## config.mk

```make
export PLATFORM = sky130hd
export DESIGN_NAME = muldiv_seq_flat
export DESIGN_NICKNAME = d
export VERILOG_FILES = /design/src/rtl/muldiv_seq_if.sv /design/src/rtl/muldiv_seq.sv /design/src/flat_wrapper.sv
export SDC_FILE = /design/constraint.sdc
export NUM_CORES = 1
export LEC_CHECK = 0
export CORE_MARGIN = 2
export CORE_UTILIZATION = 23
export CTS_BUF_LIST = sky130_fd_sc_hd__clkbuf_4
export CTS_CLUSTER_SIZE = 28
export DETAILED_ROUTE_END_ITERATION = 8
export PLACE_DENSITY = 0.46
export SYNTH_ARGS = -nofsm -noshare
export SYNTH_HDL_FRONTEND = slang
export SYNTH_SLANG_ARGS = --single-unit
```

## constraint.sdc

```tcl
create_clock -name clk -period 4.1 [get_ports clk]
set_clock_uncertainty 0.05 [all_clocks]
set_input_delay 0.41 -clock clk [delete_from_list [all_inputs] [get_ports clk]]
set_output_delay 0.41 -clock clk [all_outputs]
set_load 0.02 [all_outputs]
```

## src/rtl/muldiv_seq_if.sv

```systemverilog
// Pipeline-side bundle for the HI/LO multiply/divide sequencer.
// The pipeline (master) issues requests and reads HI/LO.
// The sequencer (slave) answers with busy/stall/done and the register pair.
interface muldiv_seq_if #(
    parameter int WIDTH = 32
);
    logic             start;
    logic [1:0]       op;
    logic [WIDTH-1:0] src_a;
    logic [WIDTH-1:0] src_b;
    logic             hilo_rd;
    logic             flush;
    logic             busy;
    logic             stall;
    logic             done;
    logic [WIDTH-1:0] hi;
    logic [WIDTH-1:0] lo;

    modport master (
        output start, op, src_a, src_b, hilo_rd, flush,
        input  busy, stall, done, hi, lo
    );

    modport slave (
        input  start, op, src_a, src_b, hilo_rd, flush,
        output busy, stall, done, hi, lo
    );
endinterface

```

## src/rtl/muldiv_seq.sv

```systemverilog
// Iterative mult/multu/div/divu unit that owns the HI/LO pair.
// It runs a radix-2 shift-add multiply or a restoring divide on operand
// magnitudes over WIDTH cycles. A single SIGN cycle then applies the result
// signs and commits HI/LO.
//
// state | meaning
// ------+------------------------------------------------------------
// IDLE  | waiting for start; HI/LO hold the last committed result
// CALC  | one shift-add / restore iteration per cycle, WIDTH in total
// SIGN  | apply result signs / divide-by-zero value, commit HI/LO
//
// op encoding: bit1 selects divide, bit0 selects unsigned.
module muldiv_seq #(
    parameter int WIDTH = 32,
    parameter int CNT_W = 5
) (
    input logic        clk,
    input logic        rst,
    muldiv_seq_if.slave bus
);

    typedef enum logic [1:0] {
        S_IDLE = 2'd0,
        S_CALC = 2'd1,
        S_SIGN = 2'd2
    } state_t;

    localparam logic [CNT_W-1:0] LAST_CNT = CNT_W'(WIDTH - 1);

    state_t             state_q, state_d;
    logic [CNT_W-1:0]   count_q, count_d;
    logic [1:0]         op_q, op_d;
    // Upper half: product high / partial remainder.
    // Lower half: multiplier / dividend shifting out, with quotient bits shifting in.
    logic [2*WIDTH-1:0] acc_q, acc_d;
    // Multiplicand magnitude for multiply, divisor magnitude for divide.
    logic [WIDTH-1:0]   opnd_q, opnd_d;
    // Dividend exactly as presented; a divide by zero returns it in HI.
    logic [WIDTH-1:0]   a_raw_q, a_raw_d;
    logic               neg_quo_q, neg_quo_d;
    logic               neg_rem_q, neg_rem_d;
    logic [WIDTH-1:0]   hi_q, hi_d;
    logic [WIDTH-1:0]   lo_q, lo_d;
    logic               done_q, done_d;

    logic               signed_op;
    logic               a_neg;
    logic               b_neg;
    logic [WIDTH-1:0]   a_mag;
    logic [WIDTH-1:0]   b_mag;
    logic [WIDTH:0]     mul_sum;
    logic [2*WIDTH-1:0] mul_next;
    logic [WIDTH:0]     div_shift;
    logic [WIDTH:0]     div_diff;
    logic [2*WIDTH-1:0] div_next;
    logic [2*WIDTH-1:0] prod_fix;
    logic [WIDTH-1:0]   quo_fix;
    logic [WIDTH-1:0]   rem_fix;
    logic [WIDTH-1:0]   commit_hi;
    logic [WIDTH-1:0]   commit_lo;

    // Operand conditioning, one iteration step of each algorithm, and the final sign fix-up.
    always_comb begin
        signed_op = ~bus.op[0];
        a_neg     = signed_op & bus.src_a[WIDTH-1];
        b_neg     = signed_op & bus.src_b[WIDTH-1];
        // The most negative value negates to itself.
        // Read as unsigned, that is exactly its magnitude.
        a_mag     = a_neg ? -bus.src_a : bus.src_a;
        b_mag     = b_neg ? -bus.src_b : bus.src_b;

        mul_sum   = {1'b0, acc_q[2*WIDTH-1:WIDTH]} + {1'b0, opnd_q};
        mul_next  = acc_q[0] ? {mul_sum, acc_q[WIDTH-1:1]}
                             : {1'b0, acc_q[2*WIDTH-1:1]};

        // Remainder stays below the divisor, so shifting it in one bit always fits in WIDTH+1 bits.
        div_shift = acc_q[2*WIDTH-1:WIDTH-1];
        div_diff  = div_shift - {1'b0, opnd_q};
        div_next  = div_diff[WIDTH] ? {div_shift[WIDTH-1:0], acc_q[WIDTH-2:0], 1'b0}
                                    : {div_diff[WIDTH-1:0],  acc_q[WIDTH-2:0], 1'b1};

        prod_fix  = neg_quo_q ? -acc_q : acc_q;
        quo_fix   = neg_quo_q ? -acc_q[WIDTH-1:0] : acc_q[WIDTH-1:0];
        rem_fix   = neg_rem_q ? -acc_q[2*WIDTH-1:WIDTH] : acc_q[2*WIDTH-1:WIDTH];

        if (op_q[1]) begin
            if (opnd_q == '0) begin
                commit_hi = a_raw_q;
                commit_lo = '1;
            end else begin
                commit_hi = rem_fix;
                commit_lo = quo_fix;
            end
        end else begin
            commit_hi = prod_fix[2*WIDTH-1:WIDTH];
            commit_lo = prod_fix[WIDTH-1:0];
        end
    end

    // Sequencer next state: accept, iterate, commit, or abandon on flush.
    always_comb begin
        state_d   = state_q;
        count_d   = count_q;
        op_d      = op_q;
        acc_d     = acc_q;
        opnd_d    = opnd_q;
        a_raw_d   = a_raw_q;
        neg_quo_d = neg_quo_q;
        neg_rem_d = neg_rem_q;
        hi_d      = hi_q;
        lo_d      = lo_q;
        done_d    = 1'b0;

        case (state_q)
            S_IDLE: begin
                if (bus.start && !bus.flush) begin
                    state_d   = S_CALC;
                    count_d   = '0;
                    op_d      = bus.op;
                    a_raw_d   = bus.src_a;
                    neg_quo_d = a_neg ^ b_neg;
                    neg_rem_d = a_neg;
                    if (bus.op[1]) begin
                        acc_d  = {{WIDTH{1'b0}}, a_mag};
                        opnd_d = b_mag;
                    end else begin
                        acc_d  = {{WIDTH{1'b0}}, b_mag};
                        opnd_d = a_mag;
                    end
                end
            end
            S_CALC: begin
                if (bus.flush) begin
                    state_d = S_IDLE;
                end else begin
                    acc_d   = op_q[1] ? div_next : mul_next;
                    count_d = count_q + CNT_W'(1);
                    if (count_q == LAST_CNT) begin
                        state_d = S_SIGN;
                    end
                end
            end
            S_SIGN: begin
                state_d = S_IDLE;
                if (!bus.flush) begin
                    hi_d   = commit_hi;
                    lo_d   = commit_lo;
                    done_d = 1'b1;
                end
            end
            default: begin
                state_d = S_IDLE;
            end
        endcase
    end

    // State and datapath registers; reset abandons any operation and clears HI/LO.
    always_ff @(posedge clk) begin
        if (rst) begin
            state_q   <= S_IDLE;
            count_q   <= '0;
            op_q      <= '0;
            acc_q     <= '0;
            opnd_q    <= '0;
            a_raw_q   <= '0;
            neg_quo_q <= 1'b0;
            neg_rem_q <= 1'b0;
            hi_q      <= '0;
            lo_q      <= '0;
            done_q    <= 1'b0;
        end else begin
            state_q   <= state_d;
            count_q   <= count_d;
            op_q      <= op_d;
            acc_q     <= acc_d;
            opnd_q    <= opnd_d;
            a_raw_q   <= a_raw_d;
            neg_quo_q <= neg_quo_d;
            neg_rem_q <= neg_rem_d;
            hi_q      <= hi_d;
            lo_q      <= lo_d;
            done_q    <= done_d;
        end
    end

    // A stalled pipeline holds its start or HI/LO read until the unit returns to IDLE.
    always_comb begin
        bus.busy  = (state_q != S_IDLE);
        bus.stall = bus.busy & (bus.start | bus.hilo_rd);
        bus.done  = done_q;
        bus.hi    = hi_q;
        bus.lo    = lo_q;
    end

endmodule

```

## src/flat_wrapper.sv

```systemverilog
// flat-port wrapper written by rule: the top's interface ports become plain ports
module muldiv_seq_flat 
#(
    parameter int WIDTH = 32,
    parameter int CNT_W = 5
)
  (clk, rst, bus_start, bus_op, bus_src_a, bus_src_b, bus_hilo_rd, bus_flush, bus_busy, bus_stall, bus_done, bus_hi, bus_lo);
  muldiv_seq_if #(.WIDTH(WIDTH)) bus_i ();
  input logic clk;
  input logic rst;
  input wire logic [$bits(bus_i.start)-1:0] bus_start;
  input wire logic [$bits(bus_i.op)-1:0] bus_op;
  input wire logic [$bits(bus_i.src_a)-1:0] bus_src_a;
  input wire logic [$bits(bus_i.src_b)-1:0] bus_src_b;
  input wire logic [$bits(bus_i.hilo_rd)-1:0] bus_hilo_rd;
  input wire logic [$bits(bus_i.flush)-1:0] bus_flush;
  output wire logic [$bits(bus_i.busy)-1:0] bus_busy;
  output wire logic [$bits(bus_i.stall)-1:0] bus_stall;
  output wire logic [$bits(bus_i.done)-1:0] bus_done;
  output wire logic [$bits(bus_i.hi)-1:0] bus_hi;
  output wire logic [$bits(bus_i.lo)-1:0] bus_lo;
  assign bus_i.start = bus_start;
  assign bus_i.op = bus_op;
  assign bus_i.src_a = bus_src_a;
  assign bus_i.src_b = bus_src_b;
  assign bus_i.hilo_rd = bus_hilo_rd;
  assign bus_i.flush = bus_flush;
  assign bus_busy = bus_i.busy;
  assign bus_stall = bus_i.stall;
  assign bus_done = bus_i.done;
  assign bus_hi = bus_i.hi;
  assign bus_lo = bus_i.lo;
  muldiv_seq #(.WIDTH(WIDTH), .CNT_W(CNT_W)) u_core (.clk(clk), .rst(rst), .bus(bus_i));
endmodule
```

# Word-level counts from Yosys, hierarchy flattened

Cells that the tools add are included.

Bits in registers: 204
Logic and storage cells: 69

Add/subtract/negate cells: 8
Equality and inequality tests: 6
Mux-type cells: 25
Bitwise gates (word level): 8
Reduce and logical (&&, ||, !) cells: 11

Operators by type and width:

| kind                                                                    | number |
|---|---|
| 64-bit two-way mux                                                      | 6 |
| 32-bit two-way mux                                                      | 10 |
| 32-bit negator                                                          | 4 |
| 64-bit case mux with 2 select lines                                     | 1 |
| 64-bit negator                                                          | 1 |
| 32-bit by 32-bit adder with 33-bit output                               | 1 |
| 33-bit by 32-bit subtractor with 33-bit output                          | 1 |
| 32-bit zero test                                                        | 1 |
| 5-bit two-way mux                                                       | 2 |
| 5-bit case mux with 2 select lines                                      | 1 |
| 2-bit two-way mux                                                       | 3 |
| 2-bit AND reduction                                                     | 3 |
| 5-bit by 1-bit adder with 5-bit output, second input constant           | 1 |
| 5-bit equality test, second input constant                              | 1 |
| 2-bit case mux with 2 select lines                                      | 1 |
| 2-bit nonzero test                                                      | 2 |
| 1-bit bitwise AND                                                       | 3 |
| 3-bit by 2-bit inequality test with 1-bit output, second input constant | 1 |
| 1-bit inverter                                                          | 3 |
| 3-bit AND reduction                                                     | 1 |
| 2-bit by 1-bit equality test with 1-bit output, second input constant   | 1 |
| 2-bit equality test, second input constant                              | 1 |
| 2-bit zero test                                                         | 1 |
| 2-bit by 1-bit inequality test with 1-bit output, second input constant | 1 |
| other kinds (7)                                                         | 7 |

# Logic depth before layout (Yosys ltp)

Depth after elaboration: 6
Gate-level depth with buffers: 14

# Worst setup path after synthesis

No wires, ideal clock.

Path type: register -> register
Start: reg u_core.acc_q[32]
End: reg u_core.acc_q[62]
Arrival: 3.402 ns
Data required time: 3.976 ns
Slack: 0.574 ns
Stages on the path, launching flop included: 13
Period minus slack after synthesis: 3.526 ns
Cells stage by stage: dfxtp_1 > clkbuf_1 > inv_1 > fa_1 > nand2b_1 > a21o_1 > a21o_1 > a2111oi_0 > a211oi_1 > a211o_1 > or4_1 > a311o_1 > a31oi_1

Longest elaborated chain between the ends: 5
Elaborated cells between the ends (all ways): 7

RTL lines:

| element                                                                                                     | line                               | RTL |
|---|---|---|
| from (decl)                                                                                                 | muldiv_seq.sv:35                   | `logic [2*WIDTH-1:0] acc_q, acc_d;` |
| from (signal assigned)                                                                                      | muldiv_seq.sv:163                  | `acc_q <= '0;` |
| from (signal assigned)                                                                                      | muldiv_seq.sv:175                  | `acc_q <= acc_d;` |
| 33-bit by 32-bit subtractor with 33-bit output or 32-bit by 32-bit adder with 33-bit output (tied branches) | muldiv_seq.sv:78, muldiv_seq.sv:72 |  |
| 64-bit two-way mux, on equally long branches                                                                | muldiv_seq.sv:79, muldiv_seq.sv:73 |  |
| 64-bit two-way mux *                                                                                        | muldiv_seq.sv:136                  | `acc_d = op_q[1] ? div_next : mul_next;` |
| 64-bit two-way mux *                                                                                        | muldiv_seq.sv:133                  | `if (bus.flush) begin` |
| 64-bit case mux with 2 select lines *                                                                       | muldiv_seq.sv:114                  | `case (state_q)` |

Every way passes the cells marked *; elsewhere a longest branch is shown, timed or not. The select of a mux whose other input is x is not followed.
A chain may end at the register's enable or synchronous reset.

# Worst setup path in the final report

Start: reg u_core.acc_q[32]
End: reg u_core.acc_q[61]

Same word-level chain as after synthesis.

==> flow_metrics.py <==
metrics = {
    "final_layout": {
        "layout.nets": 2494,
        "drive_gt1_share_pct": 10.5,
        "syn_to_final_growth_pct": 20.9,
        "final_util_pct": 28.0,
        "nFillCells": 7890,
    },
    "route": {
        "top_layer": "met5",
        "vias_per_cell": 5.17,
        "ant_nets": 0,
        "wirelength_met1_mm": 32.3,
        "avgRoutedWirePerCell_um": 21.2,
        "routed-wl-met3_mm": 3.56,
        "routed_wirelength_mm": 71.1,
        "dr_wl_met2_mm": 32.7,
        "remaining_drc_errors": 0,
        "initialDrtViolationCount": 1176,
        "dr.pass1.iters": 6,
        "vias": 17300,
    },
    "die": {
        "initial_core_util_pct": 23.1,
        "die_h_um": 271,
        "fp.coreArea_um2": 71100,
        "io_pins": 138,
        "dieArea_um2": 73700,
        "die_x_um": 271,
        "rows": 98,
    },
    "clocking": {
        "ctsRootBufferMaster": "clkbuf_4",
        "cts_tree": "yes",
        "postCtsSetupRepairBufs": 0,
        "cts_resized": 0,
        "clock_latency_ns": 0.83,
        "cts_made_buffers": 59,
        "cts_hold_buf": 1,
        "h-tree-depth": 2,
        "clk_pin_slew_worst_paths_ns": 0.07,
        "cts_sinks": 203,
        "cts_max_path_buffers": 3,
    },
    "sta": {
        "final-hold-violation-count": 0,
        "worstMarginPinSlew_ns": 1.13,
        "finalSetupTns_ns": 0,
        "slew-limit-headroom_pct": 24.7,
        "fmax_mhz": 261,
        "slew_violations": 0,
        "min_period_over_period_pct": 93.3,
        "rsz0062_at_grt": "false",
        "fin_crit_ns": 3.83,
        "finalSetupViolCount": 0,
        "fin_hold_ws_ns": 0.203,
    },
    "setup_path": {
        "r2r_start": "u_core.acc_q[32]",
        "end_kind": "register",
        "cp-start-kind": "register",
        "critPathMaxFanout": 6,
        "reg2reg_depth": 12,
        "cp_data_arrival_time_ns": 4.45,
        "r2r_end": "u_core.acc_q[61]",
        "worstSetupPathType": "register to register",
        "r2r_slack_ns": 0.27,
        "startpoint": "u_core.acc_q[32]",
        "worstPathRequired_ns": 4.73,
    },
    "pwr": {
        "powerDensity_nw_per_um2": 276,
        "peakVddDrop_mv": 0.150,
        "total_leakage_power_uw": 0.00771,
    },
    "yosys": {
        "synth.top_cell.area_share_pct": 24.7,
        "synth_flop_cell": "dfxtp_1",
        "mappedNetlistArea_um2": 16400,
        "synth_enable_flop_cells": 0,
        "ys_top_cells_by_count": "nand2_1, a21oi_1, dfxtp_1",
        "synth_most_common_cell": "nand2_1",
        "yosys-top-cells-area": "dfxtp_1, nand2_1, a21oi_1",
        "avgSynthCellArea_um2": 7.39,
        "synth_cell_type_count": 75,
        "yosysTopAreaCell": "dfxtp_1",
        "ys_ff_latch": 203,
        "synth_fp_nets": 2369,
        "async_flop_share_pct": 0,
        "yosysWarnings": 0,
        "synth_cells": 2226,
        "ys_seq_area_share_pct": 24.7,
    },
    "run_status": {
        "status": "finished, final reports clean",
    },
    "global_route": {
        "grt_max_degree": 89,
        "grt_pass1_wl_mm": 106,
        "grt_pass1_vias": 16700,
        "grt_usage_pct": 18.7,
        "overflow": 0,
        "antenna_found_initial": 6,
    },
    "place": {
        "place.gp.congestion": 0.931,
        "io_buffers": 137,
        "dp_hpwl_mm": 54.8,
    },
    "min_path": {
        "holdPathStages": 3,
        "hp-start": "bus_src_a[13]",
        "hp-class": "primary input to register",
        "min_to": "u_core.a_raw_q[13]",
    },
    "job": {
        "cap_violations": 0,
    },
}
-- worst max-delay path, cell delays in order, from the launching register on --
cell and delay, ns:
dfxtp_1 0.43, ha_1 0.21, inv_1 0.06, fa_1 0.40, nand2b_1 0.19, a21o_1 0.21, a2111o_1 0.48, nand3_1 0.20
nand4_1 0.18, and3b_1 0.24, o31a_1 0.37, mux2_2 0.28, a2111oi_0 0.36
-- layout by cell type, fill, tap and decap left out, types with 19 or more instances in the layout --
master,netlist,final
nor2_1,169,167
clkdlybuf4s50_1,0,135
a211oi_1,90,90
o21ai_0,123,123
nand2b_1,21,21
a21o_1,30,30
a21oi_1,205,204
inv_1,69,69
buf_4,0,99
o21a_1,19,19
ha_1,70,70
o211ai_1,64,64
dfxtp_1,203,201
nand3_1,22,22
o31ai_1,28,28
mux2i_1,64,64
nor4_1,26,26
xnor2_1,87,87
nor3_1,46,45
nand2_1,300,300
o41ai_1,19,19
xor2_1,111,111
nor2b_1,22,21
clkbuf_4,0,87
or4_1,24,24
-- report_power, final --
| part | internal, µW | switching, µW | total (µW) |
|---|---|---|---|
| Clock | 975 | 988 | 1960 |
| Combinational | 521 | 860 | 1380 |
| Sequential | 2040 | 104 | 2140 |
-- state kept, by name, indices dropped and copies added (netlist names) --
name              cells
u_core.a_raw_q       32
u_core.acc_q         64
u_core.bus.done       1
u_core.bus.hi        32
u_core.bus.lo        32
u_core.count_q        5
u_core.neg_quo_q      1
u_core.neg_rem_q      1
u_core.op_q           1
u_core.opnd_q        32
u_core.state_q        2
-- through the flow --
stage	instance area [µm²]	power, µW	std cells	setup WS [ns]
global route	19900	5800	3348	0.0471
CTS	19900	5570	3347	0.281
floorplan	16400	3010	2226	0.574
detailed placement	19100	3550	3239	0.330
finish	19900	5490	3348	0.274
global placement	19100	3550	3239	0.308
-- layer usage --
layer  vias up  GRT usage, %
met3       123          2.31
met5         -             0
met1      8274          24.9
met4         8          6.90
met2       565          30.9
li1       8328             -
-- worst max-delay path by stage --
stage                              endpoint  slack [ns]  depth (start not counted)
final                      u_core.acc_q[61]        0.27                         12
after global routing       u_core.acc_q[62]        0.05                         12
after detailed placement  u_core.bus.hi[31]        0.33                         10
after CTS                 u_core.bus.hi[31]        0.28                         10
after global placement     u_core.acc_q[62]        0.31                         12
after floorplan            u_core.acc_q[62]        0.57                         12
-- logic make-up (layout without fill, tap and decap cells) --
| family | count (synthesis) | after routing | share of synthesized area [%] |
|---|---|---|---|
| other cells | 0 | 1 | 0 |
| mux | 79 | 79 | 4.92 |
| simple gates | 728 | 728 | 20.6 |
| xor+xnor | 198 | 198 | 10.5 |
| flops | 203 | 203 | 24.7 |
| buf+inv | 246 | 417 | 5.69 |
| fa+ha+maj | 72 | 72 | 5.57 |
| compound gates | 700 | 700 | 28.0 |
-- layout make-up --
class | instances | area [µm²] | area share [%]
Antenna cell | 1 | 2.50 | 0.0126
Timing Repair Buffer | 238 | 2140 | 10.8
Sequential cell | 203 | 4070 | 20.5
Tap cell | 950 | 1190 | 5.98
Multi-Input combinational cell | 1777 | 11500 | 57.7
Clock inverter | 20 | 91.3 | 0.459
Clock buffer | 87 | 653 | 3.28
Inverter | 72 | 270 | 1.36
Power figures use the tool's default switching activity.
